<file path="config.mk">
export PLATFORM = sky130hd
export DESIGN_NAME = i2c_bus_conditioner
export DESIGN_NICKNAME = d
export VERILOG_FILES = /design/src/rtl/i2c_cond_pkg.sv /design/src/rtl/i2c_glitch_filter.sv /design/src/rtl/i2c_bus_conditioner.sv
export SDC_FILE = /design/constraint.sdc
export NUM_CORES = 1
export LEC_CHECK = 0
export CORE_AREA = 2 2 39 41
export CTS_CLUSTER_SIZE = 40
export DETAILED_ROUTE_END_ITERATION = 8
export DIE_AREA = 0 0 41 43
export PLACE_DENSITY = 0.72
export SKIP_CTS_REPAIR_TIMING = 1
export SLEW_MARGIN = 20
export SYNTH_ARGS = -nofsm -noshare
export SYNTH_HDL_FRONTEND = slang
export SYNTH_HIERARCHICAL = 1
export SYNTH_SLANG_ARGS = --single-unit
</file>
<file path="constraint.sdc">
create_clock -name clk -period 2.9 [get_ports clk]
set_input_delay 0.58 -clock clk [delete_from_list [all_inputs] [get_ports clk]]
set_output_delay 0.58 -clock clk [all_outputs]
set_load 0.005 [all_outputs]
</file>
<file path="src/rtl/i2c_cond_pkg.sv">
// Shared constants and types for the I2C bus conditioner.
// Default synchroniser depth, filter length, filter counter width and bus state.
package i2c_cond_pkg;

    localparam int SYNC_STAGES_DEF = 2;
    localparam int FILT_LEN_DEF    = 3;
    localparam int CNT_W           = 4;

    typedef enum logic {
        IDLE = 1'b0,
        BUSY = 1'b1
    } bus_state_e;

endpackage

</file>
<file path="src/rtl/i2c_glitch_filter.sv">
// One I2C line: synchroniser chain followed by a stable-count glitch filter.
// The filter is built only when I2C_GLITCH_FILTER_EN is defined; otherwise it is a plain register.
module i2c_glitch_filter
    import i2c_cond_pkg::*;
#(
    parameter int SYNC_STAGES = SYNC_STAGES_DEF,
    parameter int FILT_LEN    = FILT_LEN_DEF
) (
    input  logic clk,
    input  logic rst_n,
    input  logic ena,
    input  logic line_i,
    output logic line_o,
    output logic change_o
);

    if (SYNC_STAGES < 2 || SYNC_STAGES > 4 || FILT_LEN < 1 || FILT_LEN > 15) begin : g_bad_param
        $error("i2c_glitch_filter: SYNC_STAGES must be 2..4 and FILT_LEN 1..15");
    end

    logic [SYNC_STAGES-1:0] sync_q, sync_d;
    logic                   filt_q, filt_d;
    logic                   synced;

    assign synced = sync_q[SYNC_STAGES-1];

`ifdef I2C_GLITCH_FILTER_EN
    localparam logic [CNT_W-1:0] FILT_LEN_C = CNT_W'(FILT_LEN);

    logic [CNT_W-1:0] cnt_q, cnt_d;
    logic [CNT_W-1:0] cnt_inc;

    assign cnt_inc = cnt_q + CNT_W'(1);

    // NOTE: every variable gets its hold value first so no path can infer a latch.
    always_comb begin
        sync_d = sync_q;
        filt_d = filt_q;
        cnt_d  = cnt_q;
        if (ena) begin
            sync_d = {sync_q[SYNC_STAGES-2:0], line_i};
            if (synced != filt_q) begin
                if (cnt_inc == FILT_LEN_C) begin
                    filt_d = synced;
                    cnt_d  = '0;
                end else begin
                    cnt_d  = cnt_inc;
                end
            end else begin
                cnt_d = '0;
            end
        end
    end

    always_ff @(posedge clk or negedge rst_n) begin
        if (!rst_n) begin
            cnt_q <= '0;
        end else begin
            cnt_q <= cnt_d;
        end
    end
`else
    always_comb begin
        sync_d = sync_q;
        filt_d = filt_q;
        if (ena) begin
            sync_d = {sync_q[SYNC_STAGES-2:0], line_i};
            filt_d = synced;
        end
    end
`endif

    // NOTE: state flops use non-blocking assignments so all registers update together.
    always_ff @(posedge clk or negedge rst_n) begin
        if (!rst_n) begin
            sync_q <= '1;
            filt_q <= 1'b1;
        end else begin
            sync_q <= sync_d;
            filt_q <= filt_d;
        end
    end

    assign line_o   = filt_q;
    assign change_o = filt_d ^ filt_q;

endmodule

</file>
<file path="src/rtl/i2c_bus_conditioner.sv">
// I2C bus conditioner: filtered SCL/SDA, edge and START/STOP strobes, bus-busy flag.
// Filter build selected by I2C_GLITCH_FILTER_EN (undefined: no filtering, one register stage).
module i2c_bus_conditioner
    import i2c_cond_pkg::*;
#(
    parameter int SYNC_STAGES = SYNC_STAGES_DEF,
    parameter int FILT_LEN    = FILT_LEN_DEF
) (
    input  logic clk,
    input  logic rst_n,
    input  logic ena,
    input  logic scl_i,
    input  logic sda_i,
    output logic scl_o,
    output logic sda_o,
    output logic scl_rise_o,
    output logic scl_fall_o,
    output logic start_o,
    output logic stop_o,
    output logic busy_o
);

    logic scl_f, sda_f, scl_chg, sda_chg;

    i2c_glitch_filter #(.SYNC_STAGES(SYNC_STAGES), .FILT_LEN(FILT_LEN)) u_scl_filter (
        .clk      (clk),
        .rst_n    (rst_n),
        .ena      (ena),
        .line_i   (scl_i),
        .line_o   (scl_f),
        .change_o (scl_chg)
    );

    i2c_glitch_filter #(.SYNC_STAGES(SYNC_STAGES), .FILT_LEN(FILT_LEN)) u_sda_filter (
        .clk      (clk),
        .rst_n    (rst_n),
        .ena      (ena),
        .line_i   (sda_i),
        .line_o   (sda_f),
        .change_o (sda_chg)
    );

    logic       scl_rise_q, scl_rise_d, scl_fall_q, scl_fall_d;
    logic       start_q, start_d, stop_q, stop_d;
    bus_state_e state_q, state_d;

    // Strobes are decoded from the filters' next values so they land with the new level.
    always_comb begin
        scl_rise_d = scl_chg & ~scl_f;
        scl_fall_d = scl_chg &  scl_f;
        start_d    = sda_chg &  sda_f & scl_f & ~scl_chg;
        stop_d     = sda_chg & ~sda_f & scl_f & ~scl_chg;
        state_d    = state_q;
        if (ena) begin
            if (start_q) begin
                state_d = BUSY;
            end else if (stop_q) begin
                state_d = IDLE;
            end
        end
    end

    always_ff @(posedge clk or negedge rst_n) begin
        if (!rst_n) begin
            scl_rise_q <= 1'b0;
            scl_fall_q <= 1'b0;
            start_q    <= 1'b0;
            stop_q     <= 1'b0;
            state_q    <= IDLE;
        end else begin
            scl_rise_q <= scl_rise_d;
            scl_fall_q <= scl_fall_d;
            start_q    <= start_d;
            stop_q     <= stop_d;
            state_q    <= state_d;
        end
    end

    assign scl_o      = scl_f;
    assign sda_o      = sda_f;
    assign scl_rise_o = scl_rise_q & ena;
    assign scl_fall_o = scl_fall_q & ena;
    assign start_o    = start_q & ena;
    assign stop_o     = stop_q & ena;
    assign busy_o     = (state_q == BUSY);

endmodule

</file>
==> results.py, run 1 <==
metrics = {
    "timing": {
        "hold_viol": 0,
        "drv_slew": 0,
        "setup_ws_ns": 0.562,
        "worst-slew-pin-transition_ns": 0.457,
        "period_needed_ns": 2.34,
        "fin_crit_sh": 0.806,
        "fin_setup_tns_ns": 0,
        "setup_viol": 0,
        "rsz0062_at_grt": "no",
        "fmax_mhz": 428,
        "slew_headroom": 0.694,
        "clock_skew_ns": 0.000807,
        "whs_ns": 0.482,
    },
    "drt": {
        "route.final.wire_length_um": 592,
        "vias": 280,
        "final_antenna_net_count": 0,
        "dr.pass1.iters": 4,
        "viasPerCell": 4.44,
        "drtIter0Drc": 2,
        "drc": 0,
        "post_drt_wl_per_cell_um": 9.40,
    },
    "floorplan": {
        "start_util": 0.330,
        "fp.dieArea_um2": 1760,
        "chipWidth_um": 41,
        "num_io_pins": 12,
        "std_cell_rows": 14,
        "core_um2": 1380,
        "die_y_um": 43,
    },
    "finish": {
        "finalNonFillerCells": 63,
        "utilization": 0.448,
        "area_growth_pct": 35.9,
        "drive_gt1_frac": 0.468,
        "diodes": 0,
        "stdcell_area_um2": 621,
        "final_net_count": 53,
    },
    "clock_network": {
        "cts_root_buf": "clkbuf_4",
        "cts_tree": "built",
        "clk_latency_ns": 0.26,
        "cts_buffer_depth": 2,
        "h-tree-depth": 1,
        "cts_sinks": 11,
        "cts_buffers": 3,
        "clk_pin_slew_ns": 0.06,
    },
    "global_route": {
        "grt_pass1_vias": 279,
        "overflow": 0,
        "antenna_found_initial": 0,
        "grtUsageTotal": 0.0885,
        "grt_max_degree": 12,
        "grt_first_pass_wirelength_um": 1080,
    },
    "placed_design": {
        "dpl_cell_area_um2": 594,
        "gp_congestion": 0.628,
        "place_ws_ns": 0.553,
        "portBuffers": 11,
        "place_inst": 59,
    },
    "logic_synthesis": {
        "syn_area_um2": 457,
        "ys.flop_type": "dfstp_2",
        "yosys-top-cells-area": "dfstp_2 (35%), dfrtp_1 (27%), mux2_2 (15%)",
        "synth-edff-count": 0,
        "ys_types": 13,
        "synthesis.nets": 36,
        "synth-seq-area-share": 0.619,
        "synth_top_area_cell": "dfstp_2",
        "ys_ff_latch": 11,
        "yosysTopAreaCellShare": 0.345,
        "synth_warnings": 6,
        "async_reset_ff_frac": 1.00,
        "avgSynthCellArea_um2": 14.7,
        "syn_inst": 31,
        "synth.cells.most_frequent": "dfstp_2 (6), mux2_2 (6), dfrtp_1 (5)",
    },
    "setup_path": {
        "startpoint_type": "input pin",
        "criticalPathCategory": "in2out",
        "crit_path_end_kind": "primary output",
        "cp.required_ns": 2.32,
        "arrival_ns": 1.76,
        "path_max_fanout": 5,
    },
    "pwr": {
        "p_leak_nw": 0.275,
        "ir_drop_uv": 270,
        "intPower_uw": 303,
        "seq_power_share": 0.528,
        "swShare": 0.222,
        "finalPower_uw": 390,
        "p_switching_uw": 86.6,
        "pwr_density_cell_nw_per_um2": 629,
        "p_clk_frac": 0.252,
        "pwr-share-comb": 0.220,
    },
    "hold_path": {
        "holdCritPathClass": "reg2reg",
    },
    "outcome": {
        "status": "completed",
    },
    "flow_run": {
        "drv_cap": 0,
    },
}
-- layout make-up --
| type | instances | area, um^2 |
|---|---|---|
| flip-flops and latches | 11 | 283 |
| clock buffers | 4 | 26.3 |
| fillers | 138 | 763 |
| repair buffers | 12 | 118 |
| well taps | 16 | 20.0 |
| multi-input cells | 19 | 170 |
| inverters | 1 | 3.75 |
-- state kept, by name (all words and copies together), names as in the netlist --
name / cells
start_q: 1
u_sda_filter/sync_q: 2
busy_o: 1
scl_rise_q: 1
scl_fall_q: 1
u_sda_filter/line_o: 1
u_scl_filter/line_o: 1
u_scl_filter/sync_q: 2
stop_q: 1
-- routing by layer --
metal  track usage  vias up  wire, um
met5             0        -         0
met4        0.0400        0         0
met3        0.0366        0        52
met2         0.128        9       310
met1         0.111      132       229
li1              -      139         -
-- worst max-delay path: stages --
cell	delay [ns]
clkdlybuf4s50_1	0.53
and2_4	0.16
clkdlybuf4s50_1	0.48
-- power by group through the flow --
stage	clock [mW]	sequential [mW]	combinational, mW
2_1_floorplan	0	0.207	0.0397
3_3_place_gp	0	0.209	0.0861
3_5_place_dp	0	0.209	0.0874
4_1_cts	0.103	0.207	0.0877
5_1_grt	0.112	0.210	0.0959
6_report	0.0982	0.206	0.0858
-- kinds of logic after synthesis --
logic type,share of synthesized area
buffers and inverters,0.00821
and+or+nand+nor,0.170
DFF,0.619
xor gates and xnor gates,0.0384
muxes,0.148
AOI/OAI and AO/OA,0.0164
-- worst paths after layout --
kind	depth (start not counted)	start	to	slack [ns]
max	3	ena	start_o	0.56
min	1	busy_o$_DFFE_PN0P_	busy_o$_DFFE_PN0P_	0.48
max reg2reg	3	u_scl_filter/line_o$_DFF_PN1_	stop_q$_DFF_PN0_	1.66
min reg2reg	1	busy_o$_DFFE_PN0P_	busy_o$_DFFE_PN0P_	0.48
max in group asynchronous	1	rst_n	u_sda_filter/sync_q[0]$_DFFE_PN1P_	1.92
min in group asynchronous	1	rst_n	scl_rise_q$_DFF_PN0_	0.64
-- placed cells by master, fill, tap and decap left out, drive strengths merged, types with 2 or more instances in the layout --
master	count
clkdlybuf4s50	11
mux2	6
and2	6
clkbuf	4
xor2	2
dfstp	6
dfrtp	5
(Power assumes the default switching activity.)
==> run 2, diff against run 1 <==
- PLACE_DENSITY: 0.72 -> 0.74
- clock period: 2.9 -> 2.15 ns (I/O delays scaled with it)
==> run 2 against run 1 <==
  * Combinational power rose by 35%
  * Non-clock buffer count did not move
  * Worst hold slack got worse by 0.0060 ns
  * Sequential power rose by 35%
==> results.py, run 2 (synthesized netlist as in run 1, its figures left out) <==
metrics = {
    "timing": {
        "rsz0062_at_grt": "no",
        "period_needed_ns": 2.06,
        "whs_ns": 0.476,
        "setup_ws_ns": 0.0948,
        "fmax_mhz": 487,
        "hold_viol": 0,
        "slew_headroom": 0.688,
        "fin_setup_tns_ns": 0,
        "worst-slew-pin-transition_ns": 0.466,
        "clock_skew_ns": 0.000159,
        "drv_slew": 0,
        "fin_crit_sh": 0.956,
        "setup_viol": 0,
    },
    "setup_path": {
        "path_max_fanout": 5,
        "r2r_setup_slack_ns": 0.92,
        "cp.required_ns": 1.72,
        "criticalPathCategory": "in2out",
        "arrival_ns": 1.63,
        "reg2reg_to": "stop_q$_DFF_PN0_",
        "r2r_cells": 3,
        "r2r-start": "u_scl_filter/line_o$_DFF_PN1_",
        "startpoint_type": "input pin",
        "crit_path_end_kind": "primary output",
    },
    "hold_path": {
        "min_to": "busy_o$_DFFE_PN0P_",
        "whs_path_depth": 1,
        "hold_start": "busy_o$_DFFE_PN0P_",
        "holdCritPathClass": "reg2reg",
    },
    "finish": {
        "area_growth_pct": 35.9,
        "drive_gt1_frac": 0.468,
        "reg_top3": "u_scl_filter/sync_q (2), u_sda_filter/sync_q (2)",
        "diodes": 0,
        "final_cell_mix": "clkdlybuf4s50_1 (11), mux2_2 (6), dfstp_2 (6)",
        "utilization": 0.448,
        "stdcell_area_um2": 621,
        "finalNonFillerCells": 63,
        "final_net_count": 53,
        "final_common_cell": "clkdlybuf4s50_1",
    },
    "global_route": {
        "grt_use_met1": 0.120,
        "grt_pass1_vias": 271,
        "antenna_found_initial": 0,
        "grtUsageMet2": 0.134,
        "busiest_layer": "met2",
        "grt_use_met3": 0.0314,
        "grt_max_degree": 12,
        "grt_first_pass_wirelength_um": 1110,
        "grtUsageTotal": 0.0955,
        "overflow": 0,
    },
    "drt": {
        "vias": 283,
        "viasPerCell": 4.49,
        "post_drt_wl_per_cell_um": 10.0,
        "route.final.wire_length_um": 632,
        "drtIter0Drc": 1,
        "drc": 0,
        "dr.pass1.iters": 3,
        "final_antenna_net_count": 0,
    },
    "flow_run": {
        "drv_cap": 0,
    },
    "placed_design": {
        "place_ws_ns": 0.0887,
        "portBuffers": 11,
        "dpl_cell_area_um2": 594,
        "gp_congestion": 0.643,
        "place_inst": 59,
    },
    "clock_network": {
        "cts_root_buf": "clkbuf_4",
        "cts_tree": "built",
        "clk_pin_slew_ns": 0.07,
        "h-tree-depth": 1,
        "cts_sinks": 11,
        "cts_buffer_depth": 2,
        "cts_buffers": 3,
        "clk_latency_ns": 0.26,
    },
    "floorplan": {
        "std_cell_rows": 14,
        "start_util": 0.330,
        "fp.dieArea_um2": 1760,
        "core_um2": 1380,
        "num_io_pins": 12,
        "chipWidth_um": 41,
        "die_y_um": 43,
    },
    "pwr": {
        "p_leak_nw": 0.275,
        "finalPower_uw": 528,
        "pwr_density_cell_nw_per_um2": 851,
        "ir_drop_uv": 326,
    },
    "outcome": {
        "status": "completed",
    },
}
run 2: cell counts in the layout (fill, tap and decap cells not counted):
No cell type changed its count.
run 2: per-layer routing:
| metal | part of all wire | up-vias |
|---|---|---|
| met2 | 0.49 | 9 |
| met4 | 0.011 | 0 |
| met1 | 0.44 | 135 |
| li1 | - | 137 |
| met3 | 0.052 | 2 |
| met5 | 0 | - |
run 2: how the worst max path moves through the flow:
stage | start | end | slack, ns | depth (start not counted)
after global routing | ena | stop_o | 0.03 | 4
after floorplan | u_scl_filter/line_o$_DFF_PN1_ | stop_q$_DFF_PN0_ | 0.97 | 3
after detailed placement | ena | scl_fall_o | 0.09 | 3
final | ena | start_o | 0.09 | 3
after CTS | ena | scl_fall_o | 0.08 | 3
after global placement | ena | start_o | 0.13 | 3
run 2: power by group:
| group | internal [mW] | total [mW] | switching (mW) |
|---|---|---|---|
| clock | 0.0716 | 0.134 | 0.0626 |
| sequential | 0.255 | 0.278 | 0.0229 |
| combinational | 0.0830 | 0.116 | 0.0335 |
| total | 0.409 | 0.528 | 0.119 |
run 2: critical path: stages:
cell and delay, ns:
clkdlybuf4s50_1 0.54, and2_4 0.17, clkdlybuf4s50_1 0.49
run 2: final cells by class:
cell class              instances  area (um^2)
fillers                       137          763
flip-flops and latches         11          283
multi-input cells              19          170
repair buffers                 12          118
clock buffers                   4         26.3
well taps                      16         20.0
inverters                       1         3.75
==> run 3, diff against run 2 <==
- ABC_AREA: unset -> 0
==> results of run 3 <==
The final DEF is identical to that of run 2; final timing and power are the same.
